## config.mk

```make
export PLATFORM = sky130hd
export DESIGN_NAME = brightness_sequencer
export DESIGN_NICKNAME = d
export VERILOG_FILES = /design/src/rtl/brightness_sequencer_pkg.sv /design/src/rtl/brightness_sequencer_watchdog.sv /design/src/rtl/brightness_sequencer.sv
export SDC_FILE = /design/constraint.sdc
export NUM_CORES = 1
export LEC_CHECK = 0
export CAP_MARGIN = 20
export CORE_MARGIN = 1.5
export CORE_UTILIZATION = 35
export CTS_BUF_LIST = sky130_fd_sc_hd__clkbuf_8 sky130_fd_sc_hd__clkbuf_16
export DETAILED_ROUTE_END_ITERATION = 7
export PLACE_DENSITY = 0.65
export SYNTH_ARGS = -nofsm -noshare
export SYNTH_HDL_FRONTEND = slang
export SYNTH_SLANG_ARGS = --single-unit
```

## constraint.sdc

```tcl
create_clock -name clk_in -period 1.1 [get_ports clk_in]
set_input_delay 0.275 -clock clk_in [delete_from_list [all_inputs] [get_ports clk_in]]
set_output_delay 0.275 -clock clk_in [all_outputs]
set_load 0.005 [all_outputs]
```

## src/rtl/brightness_sequencer_pkg.sv

```systemverilog
// Shared parameters and types for the row/bit-plane brightness sequencer.
// Optional watchdog: define BRIGHTNESS_SEQ_WATCHDOG_EN.
package params;
  localparam int BRIGHTNESS_LEVELS   = 4;
  localparam int SCAN_ROWS           = 2;
  localparam int SEQ_WATCHDOG_CYCLES = 16;
endpackage

package types;
  localparam int ROW_W =
    (params::SCAN_ROWS > 1) ? $clog2(params::SCAN_ROWS) : 1;

  typedef logic [params::BRIGHTNESS_LEVELS-1:0] brightness_level_t;
  typedef logic [ROW_W-1:0] row_addr_t;

  typedef enum logic [2:0] {
    IDLE,
    SHIFT,
    WAIT_OE,
    LATCH,
    WAIT_OVERLAP
  } brightness_seq_state_t;
endpackage

```

## src/rtl/brightness_sequencer_watchdog.sv

```systemverilog
// SHIFT-phase timeout counter; only built with BRIGHTNESS_SEQ_WATCHDOG_EN.
// expired is high during the CYCLES-th enabled cycle after a clear.
`ifdef BRIGHTNESS_SEQ_WATCHDOG_EN
module seq_watchdog #(
  parameter int CYCLES = params::SEQ_WATCHDOG_CYCLES
) (
  input  logic clk_in,
  input  logic reset,
  input  logic clear,
  input  logic enable,
  output logic expired
);
  localparam int CW = $clog2(CYCLES + 1);

  logic [CW-1:0] cnt;

  assign expired = enable && (cnt == CW'(CYCLES - 1));

  always_ff @(posedge clk_in or posedge reset) begin
    if (reset) begin
      cnt <= '0;
    end else if (clear) begin
      cnt <= '0;
    end else if (enable && !expired) begin
      cnt <= cnt + 1'b1;
    end
  end
endmodule
`endif

```

## src/rtl/brightness_sequencer.sv

```systemverilog
// Row/bit-plane sequencer: shift, wait for OE idle, latch, wait overlap.
// Optional SHIFT watchdog: define BRIGHTNESS_SEQ_WATCHDOG_EN.
module brightness_sequencer
  import types::*;
#(
  parameter int BRIGHTNESS_LEVELS = params::BRIGHTNESS_LEVELS,
  parameter int SCAN_ROWS         = params::SCAN_ROWS
) (
  input  logic              clk_in,
  input  logic              reset,
  input  logic              run,
  input  logic              shift_done,
  input  logic              output_enable,
  input  logic              exceeded_overlap_time,
  output logic              shift_start,
  output brightness_level_t brightness_mask_shift,
  output brightness_level_t brightness_mask_active,
  output row_addr_t         row_address,
  output logic              row_latch,
`ifdef BRIGHTNESS_SEQ_WATCHDOG_EN
  output logic              watchdog_error,
`endif
  output logic              frame_done
);
  brightness_seq_state_t state, state_nxt;

  row_addr_t         shift_row;
  brightness_level_t mask_rot;
  logic              wrap;
  logic              row_last;
  logic              shift_go;

`ifdef BRIGHTNESS_SEQ_WATCHDOG_EN
  logic wd_expired;
  logic wd_err_q;

  seq_watchdog #(
    .CYCLES (params::SEQ_WATCHDOG_CYCLES)
  ) u_watchdog (
    .clk_in  (clk_in),
    .reset   (reset),
    .clear   (state != SHIFT),
    .enable  (state == SHIFT),
    .expired (wd_expired)
  );

  always_ff @(posedge clk_in or posedge reset) begin
    if (reset) begin
      wd_err_q <= 1'b0;
    end else if (wd_expired) begin
      wd_err_q <= 1'b1;
    end
  end

  assign watchdog_error = wd_err_q | wd_expired;
  // a timeout is treated exactly like a late shift_done
  assign shift_go = shift_done | wd_expired;
`else
  assign shift_go = shift_done;
`endif

  assign wrap      = brightness_mask_shift[BRIGHTNESS_LEVELS-1];
  assign row_last  = (shift_row == row_addr_t'(SCAN_ROWS - 1));
  assign row_latch = (state == LATCH);
  assign frame_done = row_latch && wrap && row_last;

  always_comb begin
    mask_rot = '0;
    for (int i = 0; i < BRIGHTNESS_LEVELS; i++) begin
      mask_rot[(i + 1) % BRIGHTNESS_LEVELS] = brightness_mask_shift[i];
    end
  end

  always_comb begin
    state_nxt = state;
    unique case (state)
      IDLE: begin
        if (run) state_nxt = SHIFT;
      end
      SHIFT: begin
        if (shift_go) state_nxt = WAIT_OE;
      end
      WAIT_OE: begin
        if (!output_enable) state_nxt = LATCH;
      end
      LATCH: begin
        state_nxt = WAIT_OVERLAP;
      end
      WAIT_OVERLAP: begin
        // run is only honoured here, so a started row always latches
        if (!exceeded_overlap_time && !row_latch) begin
          state_nxt = run ? SHIFT : IDLE;
        end
      end
      default: begin
        state_nxt = IDLE;
      end
    endcase
  end

  always_ff @(posedge clk_in or posedge reset) begin
    if (reset) begin
      state       <= IDLE;
      shift_start <= 1'b0;
    end else begin
      state       <= state_nxt;
      shift_start <= (state_nxt == SHIFT) && (state != SHIFT);
    end
  end

  always_ff @(posedge clk_in or posedge reset) begin
    if (reset) begin
      brightness_mask_shift  <= brightness_level_t'(1);
      brightness_mask_active <= '0;
      row_address            <= '0;
      shift_row              <= '0;
    end else if (state == LATCH) begin
      brightness_mask_active <= brightness_mask_shift;
      row_address            <= shift_row;
      brightness_mask_shift  <= mask_rot;
      if (wrap) begin
        shift_row <= row_last ? '0 : shift_row + 1'b1;
      end
    end
  end
endmodule

```

# Word level (Yosys, flattened, before mapping)
# Cells that the tools add are included.
# Widths: inputs -> output; s select.
word_totals:
  latchBits: 0
  n_memories: 0
  romBits: 0
  output_inout_bits: 12
  mem_bits_rw: 0
  reg_bits: 14
classes:
  n_lt_le_gt_ge: 0
  multipliers: 0
  n_bitwise: 0
  n_eq_ne: 6
  n_reduce_logical: 8
  n_shift: 0
  n_mux: 7
  div_mod_pow: 0
  n_addsub: 1
ops:
  columns: ["op", "count"]
  rows:
  - ["$pmux 3 s5", 1]
  - ["$mux 3", 4]
  - ["$eq 3x1->1 const B", 2]
  - ["$eq 3x2->1 const B", 2]
  - ["$logic_and 1x1->1", 4]
  - ["$eq 3x3->1 const B", 1]
  - ["$logic_not 3->1", 1]
  - ["$ne 3x1->1 const B", 1]
  - ["$logic_not 1->1", 2]
  - ["$mux 1", 2]
  - ["$reduce_and 2->1", 1]
  - ["$add 1x1->1 const B", 1]

# Depth between registers and ports, before layout
# Gate-level depths: netlist (run 1).
depth:
  ltp_word: 7
  ltp_mapped: 4
  ltp_nobuf: 4

# Worst setup path before layout (run 1)
# OpenSTA, ideal clock, no wires.
synth_timing:
  path_kind: "register -> output"
  from: "reg state[2]"
  to: "out frame_done"
  stages_incl_launch_ff: 4
  arrival_ns: 0.873
  setup_slack_ns: -0.048
  t_required_ns: 0.825
  path_cell_list: "dfrtp_1 nand3b_4 inv_6 and3_2"
synth_between:
  elab_chain_cells: 3
synth_rtl:
  columns: ["element", "line_no", "text"]
  rows:
  - ["start: declaration", "brightness_sequencer.sv:25", "brightness_seq_state_t state, state_nxt;"]
  - ["start signal: assignment", "brightness_sequencer.sv:106", "state <= state_nxt;"]
  - ["$eq 3x2->1", "brightness_sequencer.sv:64", "assign row_latch = (state == LATCH);"]
  - ["net row_latch", "brightness_sequencer.sv:19", "output logic row_latch,"]
  - ["$logic_and 1x1->1 (2 in a row)", "brightness_sequencer.sv:65", "assign frame_done = row_latch && wrap && row_last;"]
  - ["end: declaration", "brightness_sequencer.sv:23", "output logic frame_done"]
# The timed path passes the listed nets, and every way through them passes these cells.

# Worst setup path in the final report (run 1)
layout_timing:
  from: "reg state[2]"
  to: "out frame_done"
layout_between:
  elab_chain_cells: 3
layout_rtl:
  columns: ["element", "line_no"]
  rows:
  - ["$eq 3x2->1", "brightness_sequencer.sv:64"]
  - ["$logic_and 1x1->1 (2 in a row)", "brightness_sequencer.sv:65"]
# Every way passes these cells.

==> summary.md, run 1 <==
| Metric | Value |
|---|---|
| Share of the synthesized area in the top cell type | 51.2% |
| Area Overhead vs Synth | 80.3% |
| Asr flop ratio synth | 100% |
| Bufs on Longest Clock Path | 2 |
| Reg clk slew, reported paths | 50 ps |
| GPL Wtd Cong | 0.750 |
| Worst Reg-to-Reg Cells | 4 |
| Slowest CP cell | dfrtp_1 |
| Clock Sinks | 11 |
| WL/cell | 11.6 µm |
| Die Width | 40.4 µm |
| Worst-path fanout max | 3 |
| Synth warn | 0 |
| Endpoints failing setup | 8 |
| Most common cell in the netlist | nand2_1 |
| CP Data Required Time | 820 ps |
| Post-route cell area | 882 µm² |
| Final Hold Fails | 0 |
| Total CTS buffers | 3 |
| ANT nets after route | 0 |
| Vias in the first global route | 412 |
| Tot GR Track Use | 18.6% |
| Core box area | 1300 µm² |
| Initial antenna violation count | 0 |
| Pins Over Slew Limit | 0 |
| PnR worst setup slack | -250 ps |
| Peak supply drop | 0.00109 V |
| I/O Buffers | 17 |
| Vias per std cell | 4.54 |
| Worst path max stage delay | 370 ps |
| Die height | 40.4 µm |
| Pre-Repair DR Iteration Count | 3 |
| WS Path Type | reg2out |
| Fin crit period | 1350 ps |
| Crit path capture type | output pin |
| Final period utilization | 123% |
| Mapped cell area | 489 µm² |
| Tightest Hold Check Type | in2async |
| Synth top cells by count | nand2_1, dfrtp_1, buf_4, nand2b_1 |
| Initial Utilization | 37.6% |
| CTS tree | done |
| Htree depth | 1 |
| Failing checks | negative setup slack |
| Synthesized area per cell | 10.6 µm² |
| Cell Chain, Critical Path | nand3b_4 -> clkinv_4 -> and3_4 -> buf_6 |
| Residual DRC | 0 |
| Largest net degree at the start of global routing | 12 |
| Pwr/cell area | 1630 nW/µm² |
| Ports | 18 |
| Initial DRC Count | 3 |
| Placed Area | 764 µm² |
| Crit start category | flip-flop |
| Clk Latency, worst-skew pair | 240 ps |
| Setup TNS | -752 ps |
| Top cell type by total area after synthesis | dfrtp_1 |
| Final nets | 91 |
| Final Util | 67.8% |
| Synth area leaders | dfrtp_1, nand2_1, dfstp_2 |
| N_diodes | 0 |
| Slew at the pin closest to its max-slew limit | 183 ps |
| Seq/Total Area, Yosys | 56.5% |
| Top FF cell, synth | dfrtp_1 |
| RSZ-0062 raised after global routing | true |
| Synth Register Bits | 11 |
| Die area | 1630 µm² |
| Total grt overflow | 0 |
| CTS root buf | clkbuf_8 |
| Status | finished with violations |
| Max_slew headroom | 87.7% |
| DRT Wirelength | 1.15 mm |
| Clock Skew | 0.617 ps |
| Max Cap Viol | 0 |
| Yosys cell types | 18 |
| F_max | 741 MHz |
| Layout cells sized above 1 | 51.2% |
| First-pass GRT wire length | 1.76 mm |
| DR vias | 449 |
| Crit path DAT | 1080 ps |
| CTS Hold Bufs | 0 |
| Rows | 13 |
| Gate Count Post-Synth | 46 |
| Post-synth EDFFs | 0 |
| P_leak | 0.511 nW |
| Post-Syn Nets | 52 |
==> critical path: cells and delay by family, from the launching register on <==
family	cells	cell delay (ps)
simple gates	2	330
flops	1	370
buf+inv	2	130
==> cell usage in the layout (no fill, tap or decap), drive strengths merged, types with 2 or more instances in the layout <==
cell type / n
clkinv: 2
clkdlybuf4s50: 5
and3: 2
buf: 29
clkbuf: 5
dfrtp: 10
nand2: 18
nand3b: 2
nand2b: 2
==> where the power goes <==
group          switching [mW]  internal (mW)
clock                   0.152          0.249
sequential             0.0441          0.465
combinational           0.208          0.320
==> layout make-up <==
class / count / area [µm²]
fill: 104 / 419
timing repair buffer: 37 / 332
sequential: 11 / 277
multi-input combinational: 30 / 196
clock buffer: 3 / 41.3
tap: 15 / 18.8
inverter: 2 / 12.5
clock inverter: 1 / 5.00
==> logic make-up after synthesis <==
logic type      share of synthesized area (%)
compound gates                           5.88
simple gates                             27.1
flops                                    56.5
buf+inv                                  7.16
xor+xnor                                 3.33
==> registers in the layout, indices dropped and copies added (netlist names) <==
signal,flops
shift_start,1
row_address,1
brightness_mask_shift,3
brightness_mask_active,2
state,3
row_last,1
==> what timing repair did <==
action                     4_1_cts  5_1_grt
setup buffers                    5        1
setup endpoints to repair       13       10
resized for setup               50       10
pin swaps                        1        2
==> path summary, 6_finish.rpt <==
path                                   from  slack (ps)                  endpoint
worst min-delay path                  reset         320               shift_start
min in group clk_in             row_address         480               row_address
worst max-delay path               state[2]        -250                frame_done
max in group asynchronous             reset         560  brightness_mask_shift[0]
worst min register to register  row_address         480               row_address
worst max register to register     state[1]         -20                  state[0]
==> through the flow <==
step                power [mW]  hold WS [ps]  std cells  setup slack (ps)
finish                    1.44           319         99              -250
global route              1.53           360         99              -298
CTS                       1.37           315         98              -279
detailed placement       0.960           469         89              -419
global placement         0.954           462         89              -415
floorplan                0.712           127         46             -46.3
==> layer usage <==
| layer | track usage [%] | wire, µm | vias to the layer above |
|---|---|---|---|
| li1 | - | - | 223 |
| met1 | 20.1 | 467 | 216 |
| met2 | 26.6 | 599 | 8 |
| met3 | 10.0 | 52 | 2 |
| met4 | 15.0 | 26 | 0 |
| met5 | 0 | 0 | - |
Power figures use the tool's default switching activity.
==> inputs of run 2 (changes only) <==
CELL_PAD_IN_SITES_DETAIL_PLACEMENT = 0   (was unset)
CELL_PAD_IN_SITES_GLOBAL_PLACEMENT = 1   (was unset)
CORE_UTILIZATION = 27   (was 35)
PLACE_DENSITY = 0.66   (was 0.65)
==> summary.md, run 2 (synthesis results as in run 1) <==
| Metric | Value |
|---|---|
| Vias per std cell | 3.85 (was 4.54) |
| DRT Wirelength | 1.06 mm (was 1.15 mm) |
| Area Overhead vs Synth | 75.4% (was 80.3%) |
| Layout cells sized above 1 | 48.2% (was 51.2%) |
| DR vias | 423 (was 449) |
| CTS root buf | clkbuf_8 (unchanged) |
| Initial DRC Count | 7 (was 3) |
| Area occupied by multi-input gates | 181 µm² (was 196 µm²) |
| Vias in the first global route | 399 (was 412) |
| Final period utilization | 123% (about the same) |
| Clock Skew | 6.89 ps (was 0.617 ps) |
| Largest regs | brightness_mask_shift (3), state (3), brightness_mask_active (2) (unchanged) |
| Total CTS buffers | 3 (unchanged) |
| Post-route cell area | 858 µm² (was 882 µm²) |
| Slew at the pin closest to its max-slew limit | 180 ps (was 183 ps) |
| Setup TNS | -524 ps (was -752 ps) |
| Final Power | 1.36 mW (was 1.44 mW) |
| Ports | 18 (unchanged) |
| Rows | 15 (was 13) |
| Die area | 2080 µm² (was 1630 µm²) |
| Max Cap Viol | 0 (unchanged) |
| Post-DP HPWL | 760 µm |
| Endpoints failing setup | 5 (was 8) |
| Die Width | 45.6 µm (was 40.4 µm) |
| Initial Utilization | 28.6% (was 37.6%) |
| Failing checks | negative setup slack (unchanged) |
| CTS tree | done (unchanged) |
| Peak supply drop | 0.000938 V (was 0.00109 V) |
| Worst path max stage delay | 380 ps (was 370 ps) |
| P_leak | 0.504 nW (was 0.511 nW) |
| Clk Latency, worst-skew pair | 230 ps (was 240 ps) |
| Final Hold Fails | 0 (unchanged) |
| Largest net degree at the start of global routing | 9 (was 12) |
| Residual DRC | 0 (unchanged) |
| Crit path capture type | output pin (unchanged) |
| Slowest CP cell | dfrtp_1 (unchanged) |
| Max_slew headroom | 87.9% (was 87.7%) |
| Placed Area | 777 µm² (was 764 µm²) |
| Pre-Repair DR Iteration Count | 3 (unchanged) |
| Tightest Hold Check Type | in2async (unchanged) |
| Pins Over Slew Limit | 0 (unchanged) |
| Fin crit period | 1350 ps (about the same) |
| RSZ-0062 raised after global routing | true (unchanged) |
| Commonest non-fill, non-tap cell in the layout | buf_4 (was nand2_1) |
| Worst-path fanout max | 3 (unchanged) |
| CTS Hold Bufs | 0 (unchanged) |
| Clock Sinks | 11 (unchanged) |
| Final Util | 50.3% (was 67.8%) |
| Status | finished with violations (unchanged) |
| Cell Chain, Critical Path | nand3b_4 -> clkinv_4 -> and3_4 -> buf_6 (unchanged) |
| Placed cells | 99 (was 89) |
| Reg area | 277 µm² (unchanged) |
| Tot GR Track Use | 12.5% (was 18.6%) |
| Htree depth | 1 (unchanged) |
| N_diodes | 0 (unchanged) |
| ANT nets after route | 0 (unchanged) |
| I/O Buffers | 17 (unchanged) |
| Post-Layout Cell Count | 110 (was 99) |
| WS Path Type | reg2out (unchanged) |
| Crit start category | flip-flop (unchanged) |
| Initial antenna violation count | 0 (unchanged) |
| Final nets | 92 (was 91) |
| CP Buf/Inv Count | 2 (unchanged) |
| F_max | 740 MHz (was 741 MHz) |
| Delay-heaviest family, CP | flip-flops (unchanged) |
| CP Data Required Time | 820 ps (about the same) |
| Place WS | -425 ps (was -419 ps) |
| # fillers | 162 (was 104) |
| Reg clk slew, reported paths | 50 ps (about the same) |
| Pwr/cell area | 1580 nW/µm² (was 1630 nW/µm²) |
| PnR worst setup slack | -251 ps (was -250 ps) |
| Core box area | 1710 µm² (was 1300 µm²) |
| Commonest cells after routing, fill and taps aside | buf_4, nand2_1, dfrtp_1 (was nand2_1, buf_4, buf_6) |
| WL/cell | 9.67 µm (was 11.6 µm) |
| Die height | 45.6 µm (was 40.4 µm) |
| Crit path DAT | 1080 ps (about the same) |
| Bufs on Longest Clock Path | 2 (unchanged) |
| Total grt overflow | 0 (unchanged) |
| First-pass GRT wire length | 1.77 mm (was 1.76 mm) |
| Hold WS | 224 ps (was 319 ps) |
| GPL Wtd Cong | 0.672 (was 0.750) |
[run 2: cell types whose count changed in the layout (fill, tap and decap cells not counted), sizes merged]
cell    before  now
clkbuf       5    7
buf         29   28
clkinv       2    1
inv          1    2
[run 2: area by class of cell]
cell class / count / area share (%)
Sequential cell: 11 / 32.2
Inverter: 2 / 1.46
Clock inverter: 1 / 0.437
Tap cell: 25 / 3.64
Clock buffer: 3 / 4.81
Multi-Input combinational cell: 30 / 21.1
Timing Repair Buffer: 38 / 36.3
[run 2: power breakdown]
part           switching, mW  internal (mW)
registers             0.0437          0.465
logic                  0.187          0.273
clock network          0.144          0.244
[run 2: routing by layer]
| layer | vias up | part of all wire, % | track usage (%) |
|---|---|---|---|
| met1 | 191 | 45 | 14.6 |
| met3 | 0 | 5.2 | 4.76 |
| met4 | 0 | 0 | 3.53 |
| li1 | 220 | - | - |
| met2 | 12 | 49 | 21.1 |
| met5 | - | 0 | 0 |
[run 2: timing repair]
| item | in CTS | in global routing |
|---|---|---|
| resized for setup | 45 | 6 |
| setup buffers | 7 | 2 |
| endpoints found under the setup margin | 13 | 11 |
| gates cloned | 0 | 0 |
| pin swaps | 2 | 1 |
[run 2: worst paths after layout]
path,from,to,slack (ps),depth (start not counted)
min in group clk_in,brightness_mask_active[3],brightness_mask_active[3],480,2
hold reg to reg,brightness_mask_active[3],brightness_mask_active[3],480,2
hold / removal,reset,state[1],220,2
setup reg to reg,state[0],state[0],10,4
max in group asynchronous,reset,state[2],520,3
setup / recovery,state[2],frame_done,-250,4
